### src/rtl/uart_pkg.sv
// Shared UART definitions: receiver state encoding, frame/word widths and the default bit period.
package uart_pkg;

    localparam int unsigned UART_BITS            = 8;
    localparam int unsigned WORD_W               = 2 * UART_BITS;
    localparam int unsigned CLKS_PER_BIT_DEFAULT = 868;

    typedef enum logic [2:0] {
        StIdle,
        StStart,
        StData,
        StStop,
        StBreak
    } rx_state_e;

    function automatic int unsigned half_bit(input int unsigned clks);
        return clks / 2;
    endfunction

endpackage

### src/rtl/uart_rx_byte.sv
// 8N1 byte receiver: rx synchroniser, ce-qualified bit timer and framing FSM.
module uart_rx_byte
    import uart_pkg::*;
#(
    parameter int unsigned CLKS_PER_BIT = CLKS_PER_BIT_DEFAULT,
    parameter int unsigned SYNC_STAGES  = 2
) (
    input  logic                 clk,
    input  logic                 rst,
    input  logic                 ce,
    input  logic                 rx,
    output logic [UART_BITS-1:0] data_byte,
    output logic                 byte_done,
    output logic                 frame_err
);

    localparam int unsigned       TimerW   = $clog2(CLKS_PER_BIT);
    localparam int unsigned       IdxW     = $clog2(UART_BITS);
    localparam logic [TimerW-1:0] BitLast  = TimerW'(CLKS_PER_BIT - 1);
    localparam logic [TimerW-1:0] HalfLast = TimerW'(half_bit(CLKS_PER_BIT) - 1);
    localparam logic [IdxW-1:0]   IdxLast  = IdxW'(UART_BITS - 1);

    logic [SYNC_STAGES-1:0] sync_q, sync_d;
    logic                   rx_s;
    rx_state_e              state_q, state_d;
    logic [TimerW-1:0]      timer_q, timer_d;
    logic [IdxW-1:0]        bit_idx_q, bit_idx_d;
    logic [UART_BITS-1:0]   shift_q, shift_d;
    logic                   byte_done_q, byte_done_d;
    logic                   frame_err_q, frame_err_d;

    assign sync_d = {sync_q[SYNC_STAGES-2:0], rx};
    assign rx_s   = sync_q[SYNC_STAGES-1];

    always_comb begin
        state_d     = state_q;
        timer_d     = timer_q + TimerW'(1);
        bit_idx_d   = bit_idx_q;
        shift_d     = shift_q;
        byte_done_d = 1'b0;
        frame_err_d = 1'b0;
        case (state_q)
            StIdle: begin
                timer_d = '0;
                if (!rx_s) begin
                    state_d = StStart;
                end
            end
            StStart: begin
                // Re-check the line at mid start bit so short low glitches are rejected.
                if (timer_q == HalfLast) begin
                    timer_d   = '0;
                    bit_idx_d = '0;
                    state_d   = rx_s ? StIdle : StData;
                end
            end
            StData: begin
                if (timer_q == BitLast) begin
                    timer_d = '0;
                    shift_d = {rx_s, shift_q[UART_BITS-1:1]};
                    if (bit_idx_q == IdxLast) begin
                        state_d = StStop;
                    end else begin
                        bit_idx_d = bit_idx_q + IdxW'(1);
                    end
                end
            end
            StStop: begin
                if (timer_q == BitLast) begin
                    timer_d = '0;
                    if (rx_s) begin
                        byte_done_d = 1'b1;
                        state_d     = StIdle;
                    end else begin
                        frame_err_d = 1'b1;
                        state_d     = StBreak;
                    end
                end
            end
            StBreak: begin
                // Hold off until the line returns high so a stuck-low rx does not re-trigger.
                timer_d = '0;
                if (rx_s) begin
                    state_d = StIdle;
                end
            end
            default: begin
                timer_d = '0;
                state_d = StIdle;
            end
        endcase
    end

    always_ff @(posedge clk or posedge rst) begin
        if (rst) begin
            sync_q      <= '1;
            state_q     <= StIdle;
            timer_q     <= '0;
            bit_idx_q   <= '0;
            shift_q     <= '0;
            byte_done_q <= 1'b0;
            frame_err_q <= 1'b0;
        end else if (ce) begin
            sync_q      <= sync_d;
            state_q     <= state_d;
            timer_q     <= timer_d;
            bit_idx_q   <= bit_idx_d;
            shift_q     <= shift_d;
            byte_done_q <= byte_done_d;
            frame_err_q <= frame_err_d;
        end
    end

    assign data_byte = shift_q;
    assign byte_done = byte_done_q;
    assign frame_err = frame_err_q;

endmodule

### src/rtl/uart_word_rx.sv
// Pairs received UART bytes into 16-bit words (high byte first) behind a valid/ack handshake.
module uart_word_rx
    import uart_pkg::*;
#(
    parameter int unsigned CLKS_PER_BIT = CLKS_PER_BIT_DEFAULT,
    parameter int unsigned SYNC_STAGES  = 2
) (
    input  logic              clk,
    input  logic              rst,
    input  logic              ce,
    input  logic              rx,
    input  logic              resync,
    input  logic              word_ack,
    output logic [WORD_W-1:0] word,
    output logic              word_valid,
    output logic              byte_phase,
    output logic              frame_err,
    output logic              overrun
);

    logic [UART_BITS-1:0] rx_byte;
    logic                 rx_done;
    logic [UART_BITS-1:0] hi_q, hi_d;
    logic [WORD_W-1:0]    word_q, word_d;
    logic                 word_valid_q, word_valid_d;
    logic                 byte_phase_q, byte_phase_d;
    logic                 overrun_q, overrun_d;

    uart_rx_byte #(
        .CLKS_PER_BIT (CLKS_PER_BIT),
        .SYNC_STAGES  (SYNC_STAGES)
    ) u_rx_byte (
        .clk       (clk),
        .rst       (rst),
        .ce        (ce),
        .rx        (rx),
        .data_byte (rx_byte),
        .byte_done (rx_done),
        .frame_err (frame_err)
    );

    always_comb begin
        hi_d         = hi_q;
        word_d       = word_q;
        byte_phase_d = byte_phase_q;
        overrun_d    = 1'b0;
        // Ack is applied first so a coincident completion sees an empty slot.
        word_valid_d = word_valid_q & ~word_ack;
        if (rx_done && !resync) begin
            if (!byte_phase_q) begin
                hi_d         = rx_byte;
                byte_phase_d = 1'b1;
            end else begin
                byte_phase_d = 1'b0;
                if (!word_valid_d) begin
                    word_d       = {hi_q, rx_byte};
                    word_valid_d = 1'b1;
                end else begin
                    overrun_d = 1'b1;
                end
            end
        end
        if (resync) begin
            byte_phase_d = 1'b0;
        end
    end

    always_ff @(posedge clk or posedge rst) begin
        if (rst) begin
            hi_q         <= '0;
            word_q       <= '0;
            word_valid_q <= 1'b0;
            byte_phase_q <= 1'b0;
            overrun_q    <= 1'b0;
        end else if (ce) begin
            hi_q         <= hi_d;
            word_q       <= word_d;
            word_valid_q <= word_valid_d;
            byte_phase_q <= byte_phase_d;
            overrun_q    <= overrun_d;
        end
    end

    assign word       = word_q;
    assign word_valid = word_valid_q;
    assign byte_phase = byte_phase_q;
    assign overrun    = overrun_q;

endmodule
### config.mk
export PLATFORM = sky130hd
export DESIGN_NAME = uart_word_rx
export DESIGN_NICKNAME = d
export VERILOG_FILES = /design/src/rtl/uart_pkg.sv /design/src/rtl/uart_rx_byte.sv /design/src/rtl/uart_word_rx.sv
export SDC_FILE = /design/constraint.sdc
export NUM_CORES = 1
export LEC_CHECK = 0
export CELL_PAD_IN_SITES_DETAIL_PLACEMENT = 1
export CELL_PAD_IN_SITES_GLOBAL_PLACEMENT = 2
export CORE_MARGIN = 2
export CORE_UTILIZATION = 39
export DETAILED_ROUTE_END_ITERATION = 10
export PLACE_DENSITY_LB_ADDON = 0.05
export SETUP_SLACK_MARGIN = 0.2
export SLEW_MARGIN = 20
export SYNTH_ARGS = -nofsm -noshare
export SYNTH_HDL_FRONTEND = slang
export SYNTH_SLANG_ARGS = --single-unit
### constraint.sdc
create_clock -name clk -period 1.93 [get_ports clk]
set_clock_uncertainty 0.05 [all_clocks]
set_input_delay 0.386 -clock clk [delete_from_list [all_inputs] [get_ports clk]]
set_output_delay 0.386 -clock clk [all_outputs]
set_load 0.02 [all_outputs]
==> results.md, run 1 <==
- Worst path required time: 2070 ps
- Max stage delay on crit path: 450 ps
- Endpoints failing setup: 0
- ANT nets after route: 0
- CTS H-Tree Depth: 2
- Sequential-to-total area share from yosys stat: 54.2%
- Setup TNS Final: 0 ps
- Detailed placement HPWL: 3.86 mm
- CTS tree: yes
- Final Cycle Share: 92.8%
- CP Class: reg -> reg
- Skew-Pair Late Insertion Delay: 300 ps
- Leakage power: 1.79 nW
- Layout cells sized above 1: 42.4%
- Cell Chain, Critical Path: buf_6, or3b_1, a41o_1, nand3_4, mux2_4
- Syn Nets: 205
- Setup crit end kind: flop
- Max IR drop VDD: 372 µV
- Clk buf depth: 2
- Die Y: 84.8 µm
- Clock transition at path regs: 100 ps
- Nets: 254
- Num CTS Buffers: 5
- Hold_buf cts: 0
- Die Wd: 84.8 µm
- Starting Density: 40.3%
- I/O pin total: 26
- Arrival time at the worst endpoint: 1940 ps
- Status: complete, no violations
- 1st-iter DRT viols: 52
- Number of global-route vias before repair: 1942
- Hold Path Class: in -> async
- Grt total ovfl: 0
- Post-route design area: 0.00335 mm²
- Initial antenna violation count: 0
- Slew Limit Fails: 0
- Final WL: 5.71 mm
- WL per Instance: 17.7 µm
- Clk sinks: 55
- Drt first pass iters: 3
- Worst Max-Slew Pin Slew: 335 ps
- Commonest non-fill, non-tap cell in the layout: dfrtp_1
- Setup ws final: 139 ps
- Prevailing post-synth register cell: dfrtp_1
- Post-synth EDFFs: 0
- DR vias/cell: 5.36
- Place WS: -195 ps
- # DRC: 0
- CTS root buffer: clkbuf_8
- Diodes inserted: 0
- Fin crit period: 1790 ps
- PD cells: 724 mW/mm²
- Placer Congestion: 0.818
- Final Hold Fails: 0
- Worst-path cell with the longest stage delay: dfrtp_2
- Post-synth cell types: 51
- Max Cap Viol: 0
- # rows: 29
- Fmax: 558 MHz
- Syn avg cell area: 13.0 µm²
- Slew HR: 77.6%
- Fraction of registers with async set/reset: 100%
- Synth Register Bits: 55
- GRT Total Usage: 17.0%
- Most frequent cells in the layout: dfrtp_1, mux2_2, buf_4
- Total Power: 2.42 mW
- Total core area: 0.00631 mm²
- CP max FO: 5
- Syn. warnings: 0
- Area after DPL: 0.00300 mm²
- Startpoint types: flop
- Mapped Cells: 195
- Die ar.: 0.00718 mm²
- Area Overhead vs Synth: 31.7%
- DR vias: 1725
- First-pass GRT wire length: 9.71 mm
- Largest net degree at the start of global routing: 56
- Port Buf Inserts: 25
- Post-synthesis cell area: 0.00254 mm²
- Unrepaired setup endpoints after global routing: yes
- Fillers: 653
==> final cells by class <==
type	instances	area, µm²	area share [%]
Sequential cell	55	1380	41.3
Tap cell	77	96.3	2.88
Clock inverter	2	37.5	1.12
Clock buffer	6	72.6	2.17
Timing Repair Buffer	50	517	15.4
Inverter	9	37.5	1.12
Multi-Input combinational cell	123	1210	36.0
==> synth_stat cells, drive strengths merged, types with 3 or more instances <==
master / count / area share (%)
dfrtp: 53 / 52
mux2: 36 / 16
a21oi: 11 / 3.0
inv: 9 / 1.3
nand4: 7 / 2.0
nand2: 6 / 0.89
buf: 5 / 1.6
nor2: 5 / 0.74
nor3: 5 / 0.98
o21ai: 5 / 0.98
ha: 4 / 2.0
nand3: 4 / 0.98
o2bb2ai: 4 / 1.9
clkbuf: 3 / 0.44
xnor2: 3 / 1.0
==> final timing paths <==
kind	slack (ps)	cells after the start	startpoint	to
worst min-delay path	440	3	rst	u_rx_byte.bit_idx_q[2]$_DFFE_PP0P_
min in group clk	460	1	word[7]$_DFFE_PP0P_	word[7]$_DFFE_PP0P_
worst max-delay path	140	5	u_rx_byte.state_q[2]$_DFFE_PP0P_	u_rx_byte.state_q[0]$_DFFE_PP0P_
worst max register to register	140	5	u_rx_byte.state_q[2]$_DFFE_PP0P_	u_rx_byte.state_q[0]$_DFFE_PP0P_
max in group asynchronous	1090	3	rst	u_rx_byte.sync_q[0]$_DFFE_PP1P_
worst min register to register	460	1	word[7]$_DFFE_PP0P_	word[7]$_DFFE_PP0P_
==> critical path: cells and delay by family, from the launching register on <==
| family | cells | cell delay (ps) |
|---|---|---|
| AND/OR/NAND/NOR | 2 | 490 |
| flip-flops | 1 | 450 |
| multiplexers | 1 | 300 |
| AO/OA/AOI/OAI | 1 | 270 |
| buffers and inverters | 1 | 120 |
==> through the flow <==
stage          instances  hold slack (ps)  util, %
4_1_cts              318              444     50.7
3_3_place_gp         305              439     47.6
6_report             322              438     53.1
2_1_floorplan        195              409        -
3_5_place_dp         305              443     47.6
5_1_grt              322              473     53.1
==> state kept, by name (all words and copies together) (netlist names) <==
name / count
u_rx_byte.timer_q: 10
u_rx_byte.byte_done: 1
u_rx_byte.bit_idx_q: 3
u_rx_byte.data_byte: 8
byte_phase: 1
u_rx_byte.frame_err: 1
word_valid: 1
u_rx_byte.state_q: 3
overrun: 1
hi_q: 8
u_rx_byte.sync_q: 2
word: 16
==> cells by family after synthesis <==
kind of cell             count (synthesis)  synth area share, %
XOR/XNOR                                 5                 1.72
AND/OR/NAND/NOR                         51                 14.4
multiplexers                            36                 15.9
AO/OA/AOI/OAI                           27                 8.46
buffers and inverters                   17                 3.34
flip-flops                              55                 54.2
adder cells (fa/ha/maj)                  4                 1.97
==> layer usage <==
| layer | up-vias | wire [µm] | global-route usage, % |
|---|---|---|---|
| met5 | - | 0 | 0 |
| met4 | 0 | 65 | 4.76 |
| met3 | 5 | 115 | 2.85 |
| met2 | 15 | 3120 | 30.0 |
| met1 | 904 | 2420 | 21.5 |
| li1 | 801 | - | - |
==> where the power goes <==
group / leakage (nW) / internal [mW] / switching (mW)
sequential: 0.739 / 1.20 / 0.0464
combinational: 1.00 / 0.214 / 0.215
clock: 0.0514 / 0.387 / 0.366
total: 1.79 / 1.80 / 0.627
==> repair_timing <==
| action | CTS | global route |
|---|---|---|
| setup endpoints to repair | 26 | 37 |
| gates resized for setup | 19 | 29 |
| setup buffers | 5 | 4 |
| pin swaps | 8 | 12 |
Note: power is estimated with default switching activity, not from simulation.
==> inputs of run 2 (changes only) <==
CORE_UTILIZATION = 42   (was 39)
clock period = 2.3 ns   (was 1.93 ns; I/O delays follow)
==> results.md, run 2 (same netlist as run 1, synthesis figures left out) <==
- Status: complete, no violations
- Fin crit period: 2030 ps
- Number of global-route vias before repair: 1880 (-3.2%)
- CP max FO: 6 (+1)
- Worst path required time: 1790 ps (-280 ps)
- First-pass GRT wire length: 9.07 mm (-6.5%)
- Die Wd: 81.8 µm (-3.5%)
- WL per Instance: 18.1 µm (+2.2%)
- Skew-Pair Late Insertion Delay: 310 ps (about the same)
- Starting Density: 43.2% (+2.9 points)
- Final Cycle Share: 88.2%
- Endpoints failing setup: 0 (unchanged)
- # rows: 28 (-3.4%)
- Clk buf depth: 2 (unchanged)
- Worst-path cell with the longest stage delay: clkdlybuf4s50_1
- Commonest non-fill, non-tap cell in the layout: dfrtp_1
- Setup TNS Final: 0 ps (unchanged)
- Total setup buffers inserted after CTS: 0 (-5)
- Num CTS Buffers: 5 (unchanged)
- Fillers: 603 (-7.7%)
- Nets: 237 (-6.7%)
- DR vias/cell: 5.42 (+1.2%)
- 1st-iter DRT viols: 119 (+130%)
- Die Y: 81.8 µm (-3.5%)
- Slew Limit Fails: 0 (unchanged)
- CTS root buffer: clkbuf_8
- Setup ws final: 271 ps (+132 ps)
- DR vias: 1637 (-5.1%)
- Arrival time at the worst endpoint: 1520 ps (-420 ps)
- Drt first pass iters: 4 (+1)
- Place WS: -107 ps (+87.9 ps)
- Max IR drop VDD: 323 µV (-13%)
- I/O pin total: 26 (unchanged)
- Worst R2R Setup Slack: 390 ps (+250 ps)
- Worst Max-Slew Pin Slew: 524 ps (+189 ps)
- Port Buf Inserts: 25 (unchanged)
- Max stage delay on crit path: 680 ps (+230 ps)
- Clock transition at path regs: 100 ps (about the same)
- CTS tree: yes
- Hold Path Class: in -> async
- Cell Chain, Critical Path: clkdlybuf4s50_1
- CP Class: reg -> out
- PD cells: 605 mW/mm² (-16%)
- Number of flip-flops in the largest register: 16 (unchanged)
- Area Overhead vs Synth: 18.8%
- Placer Congestion: 0.788 (-3.6%)
- Reg2reg end: u_rx_byte.state_q[1]$_DFFE_PP0P_
- Fmax: 493 MHz
- Setup crit end kind: output pin
- Final Hold Fails: 0 (unchanged)
- Startpoint types: flop
- Initial antenna violation count: 0 (unchanged)
- CP top delay family: buffers and inverters
- Detailed placement HPWL: 3.98 mm (+3.1%)
- Largest net degree at the start of global routing: 24 (-57%)
- Most frequent cells in the layout: dfrtp_1, mux2_2, clkdlybuf4s50_1
- Leakage power: 1.39 nW (-22%)
- CTS H-Tree Depth: 2 (unchanged)
- Grt total ovfl: 0 (unchanged)
- Unrepaired setup endpoints after global routing: no
- Buffers and inverters on the worst path: 1 (unchanged)
- # DRC: 0 (unchanged)
- GRT Total Usage: 18.2% (+1.3 points)
- Layout cells sized above 1: 32.6% (-9.8 points)
- Final WL: 5.48 mm (-4.2%)
- Clk sinks: 55 (unchanged)
- Max Cap Viol: 0 (unchanged)
- ANT nets after route: 0 (unchanged)
- Slew HR: 65.0% (-13 points)
- Reg-to-Reg Start: u_rx_byte.timer_q[1]$_DFFE_PP0P_
- Diodes inserted: 0 (unchanged)
- Total core area: 0.00589 mm² (-6.8%)
- Die ar.: 0.00669 mm² (-6.8%)
- Worst reg2reg path depth: 6 (+1)
## run 2: cell count changes in the layout (fill, tap and decap cells not counted), sizes merged, moves of 2 or more
cell / delta
clkinvlp: -2
clkdlybuf4s50: +21
dlygate4sd2: -7
dlymetal6s2s: -14
buf: -17
inv: +2
## run 2: final cells by class
| cell class | count | area, µm² | share of cell area, % |
|---|---|---|---|
| flip-flops and latches | 55 | 1380 | 45.6 |
| multi-input cells | 123 | 1090 | 36.2 |
| repair buffers | 33 | 335 | 11.1 |
| well taps | 75 | 93.8 | 3.10 |
| clock buffers | 5 | 68.8 | 2.28 |
| inverters | 9 | 33.8 | 1.12 |
| clock inverters | 2 | 17.5 | 0.579 |
## run 2: through the flow
stage / hold WS, ps / cell area [µm²] / utilization [%] / total power [mW] / cells
5_1_grt: 474 / 3020 / 51.4 / 1.93 / 302
2_1_floorplan: 427 / 2540 / - / 1.24 / 195
3_5_place_dp: 446 / 2920 / 49.6 / 1.31 / 295
6_report: 444 / 3020 / 51.4 / 1.83 / 302
3_3_place_gp: 433 / 2920 / 49.6 / 1.29 / 295
4_1_cts: 459 / 3010 / 51.1 / 1.86 / 302
## run 2: power breakdown
| group | switching [mW] | total (mW) | internal, mW | leakage [nW] |
|---|---|---|---|---|
| Combinational | 0.129 | 0.237 | 0.108 | 0.605 |
| Clock | 0.328 | 0.543 | 0.215 | 0.0446 |
| Sequential | 0.0470 | 1.05 | 1.00 | 0.743 |
| Total | 0.505 | 1.83 | 1.32 | 1.39 |
## run 2: per-layer routing
metal / up-vias / routed length (µm) / track usage (%)
li1: 773 / - / -
met1: 841 / 2390 / 22.5
met2: 17 / 2870 / 31.0
met3: 6 / 146 / 4.51
met4: 0 / 75 / 6.67
met5: - / 0 / 0
## run 2: what timing repair did
| item | 4_1_cts | 5_1_grt |
|---|---|---|
| hold endpoints to repair | 0 | 0 |
| setup endpoints to repair | 0 | 18 |
| hold buffers | 0 | 0 |
| resized for setup | 0 | 2 |
## run 2: worst max path at each step
stage / slack, ps / cells past startpoint / from / end
final: 270 / 1 / byte_phase$_DFFE_PP0P_ / byte_phase
after global routing: 220 / 1 / byte_phase$_DFFE_PP0P_ / byte_phase
after CTS: 220 / 4 / ce / word[9]$_DFFE_PP0P_
after detailed placement: -110 / 4 / ce / word[9]$_DFFE_PP0P_
after global placement: -20 / 4 / ce / word[11]$_DFFE_PP0P_
after floorplan: 450 / 1 / rst / byte_phase$_DFFE_PP0P_
==> inputs of run 3 (changes only) <==
MAX_ROUTING_LAYER = met4   (was not set)
REMOVE_ABC_BUFFERS = 1   (was not set)
==> results.md, run 3 (same netlist as run 1, synthesis figures left out) <==
- Diodes inserted: 0 (unchanged)
- WL per Instance: 16.7 µm (-8.0%)
- Port Buf Inserts: 25 (unchanged)
- Unrepaired setup endpoints after global routing: no
- Worst Hold Launch: hi_q[6]$_DFFE_PP0P_
- CTS H-Tree Depth: 2 (unchanged)
- Layout Cells excl Fill: 302 (unchanged)
- CTS tree: yes
- Total core area: 0.00589 mm² (unchanged)
- Initial antenna violation count: 0 (unchanged)
- Startpoint types: flop
- Worst path required time: 1790 ps (about the same)
- Worst Max-Slew Pin Slew: 367 ps (-157 ps)
- Max Cap Viol: 0 (unchanged)
- DR vias: 1623 (-0.86%)
- Cell Chain, Critical Path: clkdlybuf4s50_1
- Worst reg2reg path depth: 5 (-1)
- Hold-critical path depth: 1
- DR vias/cell: 5.37 (-0.86%)
- First-pass GRT wire length: 8.55 mm (-5.8%)
- 1st-iter DRT viols: 68 (-43%)
- Slew HR: 75.4% (+10 points)
- Reg-to-Reg Start: u_rx_byte.timer_q[0]$_DFFE_PP0P_
- Placer Congestion: 0.812 (+3.1%)
- Setup ws final: 284 ps (+12.8 ps)
- Status: complete, no violations
- CP Class: reg -> out
- PD cells: 596 mW/mm² (-1.5%)
- # DRC: 0 (unchanged)
- Area Overhead vs Synth: 17.8%
- Reg2reg end: u_rx_byte.state_q[0]$_DFFE_PP0P_
- Nets: 236 (-0.42%)
- Detailed placement HPWL: 3.72 mm (-6.6%)
- Skew-Pair Late Insertion Delay: 300 ps (about the same)
- Commonest non-fill, non-tap cell in the layout: dfrtp_1
- Arrival time at the worst endpoint: 1510 ps (about the same)
- Final Util: 50.9% (-0.47 points)
- Die ar.: 0.00669 mm² (unchanged)
- Layout cells sized above 1: 31.7% (-0.88 points)
- Num CTS Buffers: 5 (unchanged)
- Cells after DPL: 294 (-0.34%)
- Final Hold Fails: 0 (unchanged)
- Drt first pass iters: 4 (unchanged)
- Max IR drop VDD: 294 µV (-9.0%)
- Grt total ovfl: 0 (unchanged)
- Number of global-route vias before repair: 1730 (-8.0%)
- Most frequent cells in the layout: dfrtp_1, mux2_2, clkdlybuf4s50_1
- Buffers and inverters on the worst path: 1 (unchanged)
- Worst-path cell with the longest stage delay: clkdlybuf4s50_1
- Die Y: 81.8 µm (unchanged)
- CP max FO: 6 (unchanged)
- GRT Total Usage: 17.5% (-0.75 points)
- Total Power: 1.78 mW (-2.4%)
- Die Wd: 81.8 µm (unchanged)
- I/O pin total: 26 (unchanged)
- # rows: 28 (unchanged)
- Place WS: -105 ps (+2.85 ps)
- Leakage power: 1.38 nW (-1.0%)
- Starting Density: 43.2% (unchanged)
- Total setup buffers inserted after CTS: 0 (unchanged)
- Final WL: 5.04 mm (-8.0%)
- CTS root buffer: clkbuf_8
- Clk sinks: 55 (unchanged)
- Endpoints failing setup: 0 (unchanged)
- Largest net degree at the start of global routing: 56 (+130%)
- Clk buf depth: 2 (unchanged)
- Fmax: 496 MHz (+0.63%)
- ANT nets after route: 0 (unchanged)
- Hold Path Sink: word[14]$_DFFE_PP0P_
- Worst R2R Setup Slack: 370 ps (-20 ps)
- Final Cycle Share: 87.7% (-0.56 points)
- Slew Limit Fails: 0 (unchanged)
- Clock transition at path regs: 100 ps (about the same)
- Fin crit period: 2020 ps (-12.8 ps)
- Setup crit end kind: output pin
- CP top delay family: buffers and inverters
- Max stage delay on crit path: 670 ps (about the same)
- Hold Path Class: reg -> reg
- Number of flip-flops in the largest register: 16 (unchanged)
run 3: cell count changes in the layout (fill, tap and decap cells not counted), sizes merged:
| cell | change |
|---|---|
| buf | -1 |
| clkbuf | +1 |
| clkinvlp | +1 |
| inv | -1 |
run 3: what timing repair did:
item,in CTS,in global routing
resized for setup,0,1
setup endpoints to repair,0,16
hold buffers,0,0
run 3: worst max-delay path by stage:
| stage | startpoint | end | slack (ps) | depth (start not counted) |
|---|---|---|---|---|
| floorplan | rst | byte_phase$_DFFE_PP0P_ | 450 | 1 |
| global placement | ce | word[6]$_DFFE_PP0P_ | -8 | 4 |
| global route | byte_phase$_DFFE_PP0P_ | byte_phase | 220 | 1 |
| CTS | ce | word[7]$_DFFE_PP0P_ | 220 | 4 |
| finish | byte_phase$_DFFE_PP0P_ | byte_phase | 280 | 1 |
| detailed placement | ce | word[7]$_DFFE_PP0P_ | -100 | 4 |
run 3: report_power, final:
| group | internal, mW | switching [mW] | leakage, nW |
|---|---|---|---|
| sequential | 1.00 | 0.0488 | 0.743 |
| clock | 0.214 | 0.297 | 0.0412 |
| combinational | 0.101 | 0.123 | 0.594 |
| total | 1.32 | 0.469 | 1.38 |
run 3: through the flow:
step	area (µm²)	setup TNS (ps)	hold WS [ps]
final	3000	0	458
after global routing	3000	0	485
after global placement	2900	-113	437
after detailed placement	2900	-1490	447
after floorplan	2490	0	427
after CTS	2990	0	465
run 3: layer usage:
layer | vias up | GRT usage (%) | part of all wire [%]
met5 | - | - | 0
met4 | 0 | 5.50 | 0.71
met3 | 2 | 3.30 | 1.6
met2 | 16 | 29.6 | 54
met1 | 838 | 21.2 | 44
li1 | 767 | - | -
run 3: final cells by class:
| class | instances | area, µm² |
|---|---|---|
| inverter | 9 | 33.8 |
| timing repair buffer | 32 | 315 |
| fill | 629 | 2890 |
| sequential | 55 | 1380 |
| tap | 75 | 93.8 |
| multi-input combinational | 123 | 1090 |
| clock buffer | 6 | 72.6 |
| clock inverter | 2 | 12.5 |
